File: src/rtl/controle_cronometro.sv
// Stopwatch run/pause/lap/clear controller: button debounce, mode FSM, tenth-second
// prescaler and live/lap display mux. Optional build macro: CRONO_SATURACAO_EN (stop at 999.9).

module crono_debounce #(
  parameter int DEB_CYCLES = 500_000
) (
  input  logic clk,
  input  logic reset,
  input  logic btn,
  output logic press
);
  localparam int DW = (DEB_CYCLES > 1) ? $clog2(DEB_CYCLES) : 1;
  localparam logic [DW-1:0] DEB_LAST = DW'(DEB_CYCLES - 1);

  logic          sync1;
  logic          sync2;
  logic          level;
  logic          level_d;
  logic [DW-1:0] stable_cnt;

  // The level only moves after DEB_CYCLES consecutive synchronized samples disagree with it.
  always_ff @(posedge clk) begin
    if (reset) begin
      sync1      <= 1'b0;
      sync2      <= 1'b0;
      level      <= 1'b0;
      level_d    <= 1'b0;
      stable_cnt <= '0;
    end else begin
      sync1   <= btn;
      sync2   <= sync1;
      level_d <= level;
      if (sync2 == level) begin
        stable_cnt <= '0;
      end else if (stable_cnt == DEB_LAST) begin
        level      <= sync2;
        stable_cnt <= '0;
      end else begin
        stable_cnt <= stable_cnt + DW'(1);
      end
    end
  end

  assign press = level & ~level_d;
endmodule

module controle_cronometro #(
  parameter int CLK_HZ     = 50_000_000,
  parameter int TICK_HZ    = 10,
  parameter int DEB_CYCLES = 500_000
) (
  input  logic       clk,
  input  logic       reset,
  input  logic       btn_start,
  input  logic       btn_volta,
  input  logic [9:0] cont_seg,
  input  logic [3:0] cont_dec,
  output logic       tick_dec,
  output logic       cont_clr,
  output logic [9:0] disp_seg,
  output logic [3:0] disp_dec,
  output logic [1:0] estado
);
  localparam int TICK_DIV = CLK_HZ / TICK_HZ;
  localparam int PW       = $clog2(TICK_DIV);
  localparam logic [PW-1:0] TICK_LAST = PW'(TICK_DIV - 1);

  typedef enum logic [1:0] {
    ZERADO   = 2'b00,
    CONTANDO = 2'b01,
    PAUSADO  = 2'b10,
    VOLTA    = 2'b11
  } estado_t;

  estado_t       state;
  estado_t       state_nx;
  logic          press_start;
  logic          press_volta;
  logic          running;
  logic          saturado;
  logic          start_bloq;
  logic          lap_load;
  logic          clr_nx;
  logic [PW-1:0] presc;
  logic [9:0]    lap_seg;
  logic [3:0]    lap_dec;

  crono_debounce #(.DEB_CYCLES(DEB_CYCLES)) u_deb_start (
    .clk   (clk),
    .reset (reset),
    .btn   (btn_start),
    .press (press_start)
  );

  crono_debounce #(.DEB_CYCLES(DEB_CYCLES)) u_deb_volta (
    .clk   (clk),
    .reset (reset),
    .btn   (btn_volta),
    .press (press_volta)
  );

  assign running = (state == CONTANDO) || (state == VOLTA);

`ifdef CRONO_SATURACAO_EN
  logic no_limite;
  assign no_limite  = (cont_seg == 10'd999) && (cont_dec == 4'd9);
  assign saturado   = running && no_limite;
  assign start_bloq = no_limite;
`else
  assign saturado   = 1'b0;
  assign start_bloq = 1'b0;
`endif

  // press_*, tick_dec and cont_clr are single-cycle pulses with no backpressure:
  // the receiver must act in the cycle the pulse is high.
  always_comb begin
    state_nx = state;
    lap_load = 1'b0;
    clr_nx   = 1'b0;
    case (state)
      ZERADO: begin
        if (press_start) state_nx = CONTANDO;
      end
      CONTANDO: begin
        if (saturado || press_start) begin
          state_nx = PAUSADO;
        end else if (press_volta) begin
          state_nx = VOLTA;
          lap_load = 1'b1;
        end
      end
      VOLTA: begin
        if (saturado || press_start) state_nx = PAUSADO;
        else if (press_volta)        state_nx = CONTANDO;
      end
      PAUSADO: begin
        if (press_start && !start_bloq) begin
          state_nx = CONTANDO;
        end else if (press_volta) begin
          state_nx = ZERADO;
          clr_nx   = 1'b1;
        end
      end
      default: state_nx = ZERADO;
    endcase
  end

  // Prescaler phase survives VOLTA<->CONTANDO; any non-running state drops the partial tenth.
  always_ff @(posedge clk) begin
    if (reset) begin
      state    <= ZERADO;
      presc    <= '0;
      cont_clr <= 1'b0;
      lap_seg  <= '0;
      lap_dec  <= '0;
      disp_seg <= '0;
      disp_dec <= '0;
    end else begin
      state    <= state_nx;
      cont_clr <= clr_nx;
      if (!running || presc == TICK_LAST) presc <= '0;
      else                                presc <= presc + PW'(1);
      if (lap_load) begin
        lap_seg <= cont_seg;
        lap_dec <= cont_dec;
      end
      if (state == VOLTA) begin
        disp_seg <= lap_seg;
        disp_dec <= lap_dec;
      end else begin
        disp_seg <= cont_seg;
        disp_dec <= cont_dec;
      end
    end
  end

  assign tick_dec = running && (presc == TICK_LAST) && !saturado;
  assign estado   = state;
endmodule

File: config.mk
export PLATFORM = sky130hd
export DESIGN_NAME = controle_cronometro
export DESIGN_NICKNAME = d
export VERILOG_FILES = /design/src/rtl/controle_cronometro.sv
export SDC_FILE = /design/constraint.sdc
export NUM_CORES = 1
export LEC_CHECK = 0
export BUFFER_PORTS_ARGS = -buffer_cell sky130_fd_sc_hd__buf_2
export CAP_MARGIN = 10
export CORE_ASPECT_RATIO = 0.75
export CORE_MARGIN = 10
export CORE_UTILIZATION = 63
export DETAILED_ROUTE_END_ITERATION = 8
export PLACE_DENSITY = 0.86
export SLEW_MARGIN = 10
export SYNTH_ARGS = -nofsm -noshare
export SYNTH_HDL_FRONTEND = slang
export SYNTH_SLANG_ARGS = --single-unit
export TNS_END_PERCENT = 1
File: constraint.sdc
create_clock -name clk -period 4.8 [get_ports clk]
set_input_delay 0 -clock clk [delete_from_list [all_inputs] [get_ports clk]]
set_output_delay 0 -clock clk [all_outputs]
set_load 0.01 [all_outputs]
* Yosys cells after proc, flatten, opt, wreduce, memory -nomap -nowiden *
Cells that the tools add are included.

operators by class
  $add $sub $neg = 3
  equality and inequality tests = 12
  muxes and demuxes = 13
  bitwise operators = 7
  reductions and logical operators = 12

operator list
  kind                   count
  $add 19x1->19 const B  2
  $eq 19x19->1 const B   2
  $add 23x1->23 const B  1
  $eq 23x23->1 const B   1
  $mux 2                 7
  $mux 10                1
  $ne 3x3->1 const B     3
  $pmux 2 s4             1
  $reduce_or 3->1        2
  $not 1->1              5
  $eq 2x2->1 const B     2
  $mux 4                 1
  $reduce_and 2->1       2
  $reduce_and 4->1       1
  $reduce_or 2->1        2
  $mux 1                 3
  $and 1x1->1            2
  $eq 1x1->1             2
  $eq 2x1->1 const B     1
  $logic_not 2->1        1
  $logic_or 1x1->1       2
  $ne 2x2->1 const B     1
  $logic_and 1x1->1      1
  $logic_not 1->1        1

word-level totals
  flip-flop bits (word level) = 100
  bits of input ports = 18
  output and inout port bits = 18

* Longest topological paths before layout *
  depth in word-level cells = 5
  depth in mapped cells = 7
  gate-level depth less buffers = 5

* By module *
Synthesis repeated with hierarchy kept, for this count alone.

second synthesis, totals
  cell total of the unflattened synthesis = 479
  area, all modules = 4164.0 sq um

by module, submodules not included
  module               times used  cells an instance  area an instance (sq um)  seq. area each (sq um)
  controle_cronometro  1           261                2164.6                    1081.0
  crono_debounce       2           109                999.7                     460.4

* Least setup slack after synthesis *
OpenSTA, ideal clock, no wires.

  path type = register -> register
  from = reg u_deb_volta.stable_cnt[0]
  to = reg u_deb_volta.stable_cnt[10]
  library setup time = 0.117 ns
  arrival = 1.641 ns
  setup slack = 3.042 ns
  stages on the path, launching flop included = 7
  clock period less this slack = 1.758 ns
  path through = dfxtp_1 ha_1 nand3_1 or3_1 o21ai_2 buf_2 nor2_1

on the way
  longest elaborated chain between the ends = 2
  elaborated cells between the ends (all ways) = 3
  those cells by class = add/sub: 1; eq/ne: 1; reduce/logical: 1

ends and longest elaborated chain
  element                                                                line  RTL
  start: declaration                                                     19    logic [DW-1:0] stable_cnt;
  start signal: assignment                                               39    stable_cnt <= stable_cnt + DW'(1);
  parallel branches: the longest is 2 deep, another holds $add 19x1->19  -

Parallel ways; which one is timed is not known.
A chain may end at the register's enable or synchronous reset.

* Worst setup path after layout *
  from = reg presc[3]
  to = reg presc[7]

on the way
  longest elaborated chain between the ends = 3
  elaborated cells between the ends (all ways) = 4
  those cells by class = add/sub: 1; eq/ne: 1; reduce/logical: 2

ends and longest elaborated chain
  element                                                                line  RTL
  start: declaration                                                     84    logic [PW-1:0] presc;
  start signal: assignment                                               162   else presc <= presc + PW'(1);
  parallel branches: the longest is 3 deep, another holds $add 23x1->23  -

Parallel ways; which one is timed is not known.

==> results.md <==
* Antenna Cells at 0
* Yosys warns at 0
* Ys async rst share at 0%
* TritonCTS Buffers at 9
* Crit path max-delay family: compound AO/OA/AOI/OAI gates
* Mapped cell area at 0.004199 mm^2
* CP Launch Type: flop
* Seq/Total Area, Yosys at 47.68%
* Die Span Y at 90.70 um
* Initial drt markers at 168
* Row count at 25
* Slowest CP cell: o41ai_4
* Register bit total from synthesis at 100
* Initial antenna violation count at 0
* Seq pwr share at 60.1%
* Peak Freq at 414.7 MHz
* Slew margin rel. at 21.37%
* Skew final at 7.349 ps
* Met3 Use GR at 5.578%
* DRT Pass-1 Iters at 4
* Pin count of the biggest net entering global routing at 43
* Syn_area_per_cell at 9.011 um^2
* DR DRC count at 0
* First-pass GRT wire length at 14.66 mm
* Commonest non-fill, non-tap cell in the layout: dfxtp_1
* Largest family of logic cells by synthesized area: simple AND/OR/NAND/NOR gates
* Cell chain of the critical path: and4_1 -> nand4_4 -> o41ai_4 -> nor2_1
* Most frequent cells in the layout: dfxtp_1 (100), nor2_1 (58), nand2_1 (53), a21oi_1 (38), buf_2 (35)
* Mux contribution to synthesized area at 3.337%
* Clock power frac at 36.6%
* Global placement routability congestion at 0.8313
* Die W at 114.3 um
* Grt met2 use at 27.65%
* GRT overflow at 0
* Root buffer cell: clkbuf_8
* Crit-path max cell delay at 1090 ps
* Number of top-level pins at 36
* Switching pwr at 0.3037 mW
* Vias in the first global route at 3312
* Port bufs at 35
* Post-synth top flop: dfxtp_1
* TritonCTS clock tree: yes
* Max-Cap Viols at 0
* Fillers at 459
* Synth Area in Compound Gates at 9.178%
* Power per cell area at 296.0 mW/mm^2
* Final ANT Viol Nets at 0
* RSZ-0062 raised after global routing: no
* Distinct cell type count after synthesis at 38
* HP Class: in2reg
* Internal at 1.093 mW
* CP Class: reg2reg
* Core area at 0.006381 mm^2
* Max Slew Vio Count at 0
* Buf/Inv on CP at 0
* DPL Wire Length at 5.550 mm
* Peak VDD IR at 0.2581 mV
* Final WL at 8.454 mm
* Synth Area in Simple Gates at 27.74%
* Final setup violation count at 0
* Worst-skew pair later-pin latency at 350 ps
* Pleak at 1.727 nW
* M1 GR Usage at 19.71%
* Vias after detailed routing at 3438
* EDFF count, synth at 0
* H-tree depth at 3
* Syn_nets at 487
* Synth Area in XOR/XNOR at 7.718%
* Layout cell share with drive strength beyond 1 at 11.28%
* Min Hold Slack at 175.1 ps
* Final Power at 1.397 mW
* Die area at 0.01036 mm^2
* Clock period minus final worst setup slack at 2411 ps
* Post-cts resize count at 0
* CTS Sinks at 100
* Post-layout net count at 530
* Switching share of power at 21.75%
* Comb pwr share at 3.3%
* Initial Utilization at 65.80%
* Worst setup EP type: flop
* Slew @ Worst Pin at 1175 ps
* DR vias/cell at 5.778
* Clock-pin transition on the worst setup and hold timing paths at 90 ps
* Worst EP required at 4990 ps
* Period utilization at 50.23%
* Synth Area in Adders at 0.8939%
* Status: finished clean
* Crit Path Max Fanout at 23
* Final Hold Vio Count at 0
* Setup TNS at 0 ps
* Synthesized instance count at 466
* Area delta synth->final at 12.37%
* GR peak layer: met2
* WL/cell at 14.21 um
* Clock Tree Buf Depth at 2
* Critical path data arrival time at 2600 ps
* Global Route Usage Sum at 16.48%
[path summary, 6_finish.rpt]
check | from | slack, ps | end | cells after the start
setup / recovery | presc[3]$_SDFF_PP0_ | 2390 | presc[7]$_SDFF_PP0_ | 4
hold / removal | reset | 180 | lap_dec[1]$_SDFFE_PP0P_ | 2
setup reg to reg | presc[3]$_SDFF_PP0_ | 2390 | presc[7]$_SDFF_PP0_ | 4
hold reg to reg | presc[0]$_SDFF_PP0_ | 440 | presc[0]$_SDFF_PP0_ | 1
[per-layer routing]
layer,share of wire (%),up-vias
li1,-,1719
met1,45,1638
met2,50,71
met3,4.9,10
met4,0.85,0
met5,0,-
[area by class of cell]
type                       count  area [um^2]  area share [%]
tap                           81        101.3           2.148
multi-input combinational    339         2052           43.49
clock buffer                  12        165.2           3.500
inverter                       8        30.03          0.6364
clock inverter                 4        32.53          0.6895
timing repair buffer          51        335.3           7.107
sequential                   100         2002           42.43
[synthesized netlist by cell type (all sizes together), types with 3 or more instances]
library cell / count / area, um^2
dfxtp: 100 / 2002
nor2: 58 / 217.7
nand2: 53 / 198.9
a21oi: 38 / 190.2
xor2: 26 / 227.7
nand3: 22 / 110.1
nand4: 16 / 130.1
mux2i: 14 / 140.1
o21ai: 14 / 73.82
or3: 13 / 82.58
buf: 11 / 85.07
o31ai: 11 / 82.58
or4: 11 / 82.58
xnor2: 11 / 96.34
and4: 9 / 78.83
clkbuf: 8 / 30.03
inv: 8 / 30.03
nor2b: 6 / 37.54
nor4: 5 / 31.28
nor4b: 5 / 43.79
and2: 4 / 25.03
and3: 4 / 25.02
nand2b: 4 / 25.02
ha: 3 / 37.54
nor3: 3 / 15.01
nor3b: 3 / 22.52
[power groups by stage]
stage | clock, mW | sequential, mW | combinational [mW]
finish | 0.511 | 0.840 | 0.0456
floorplan | 0 | 0.862 | 0.0141
detailed placement | 0 | 0.859 | 0.0350
global route | 0.549 | 0.841 | 0.0509
global placement | 0 | 0.859 | 0.0338
CTS | 0.519 | 0.840 | 0.0450
[metrics by stage]
| step | instances | worst slack [ps] | instance area [um^2] | utilization (%) |
|---|---|---|---|---|
| after detailed placement | 563 | 2391 | 4360 | 68.33 |
| after global placement | 563 | 2530 | 4360 | 68.33 |
| final | 595 | 2389 | 4718 | 73.94 |
| after global routing | 595 | 2171 | 4718 | 73.94 |
| after floorplan | 466 | 3042 | 4199 | - |
| after CTS | 595 | 2380 | 4718 | 73.94 |
[flip-flops by register name, summed over array words and instances (netlist names)]
register,flops
u_deb_start.sync1,1
disp_seg,10
lap_dec,4
u_deb_volta.level_d,1
u_deb_start.stable_cnt,19
u_deb_volta.level,1
cont_clr,1
u_deb_volta.stable_cnt,19
u_deb_volta.sync1,1
u_deb_start.sync2,1
u_deb_start.level_d,1
u_deb_volta.sync2,1
u_deb_start.level,1
estado,2
presc,23
lap_seg,10
disp_dec,4
[what timing repair did]
item                      in CTS  in global routing
hold endpoints to repair      30                  0
setup buffers                  0                  0
hold buffers                  16                  0
[worst register-to-register path, stage by stage, from the launching register on]
cell and delay (ps):
dfxtp_1 400, and4_1 450, nand4_4 180, o41ai_4 1090, nor2_1 130
[cell families (layout without fill, tap and decap cells)]
family,Yosys count,in the layout
AO/OA/AOI/OAI,65,65
XOR/XNOR,37,37
AND/OR/NAND/NOR,220,220
multiplexers,14,14
buffers and inverters,27,75
adder cells (fa/ha/maj),3,3
flip-flops,100,100
No activity file was read; power rests on OpenSTA's default activity.
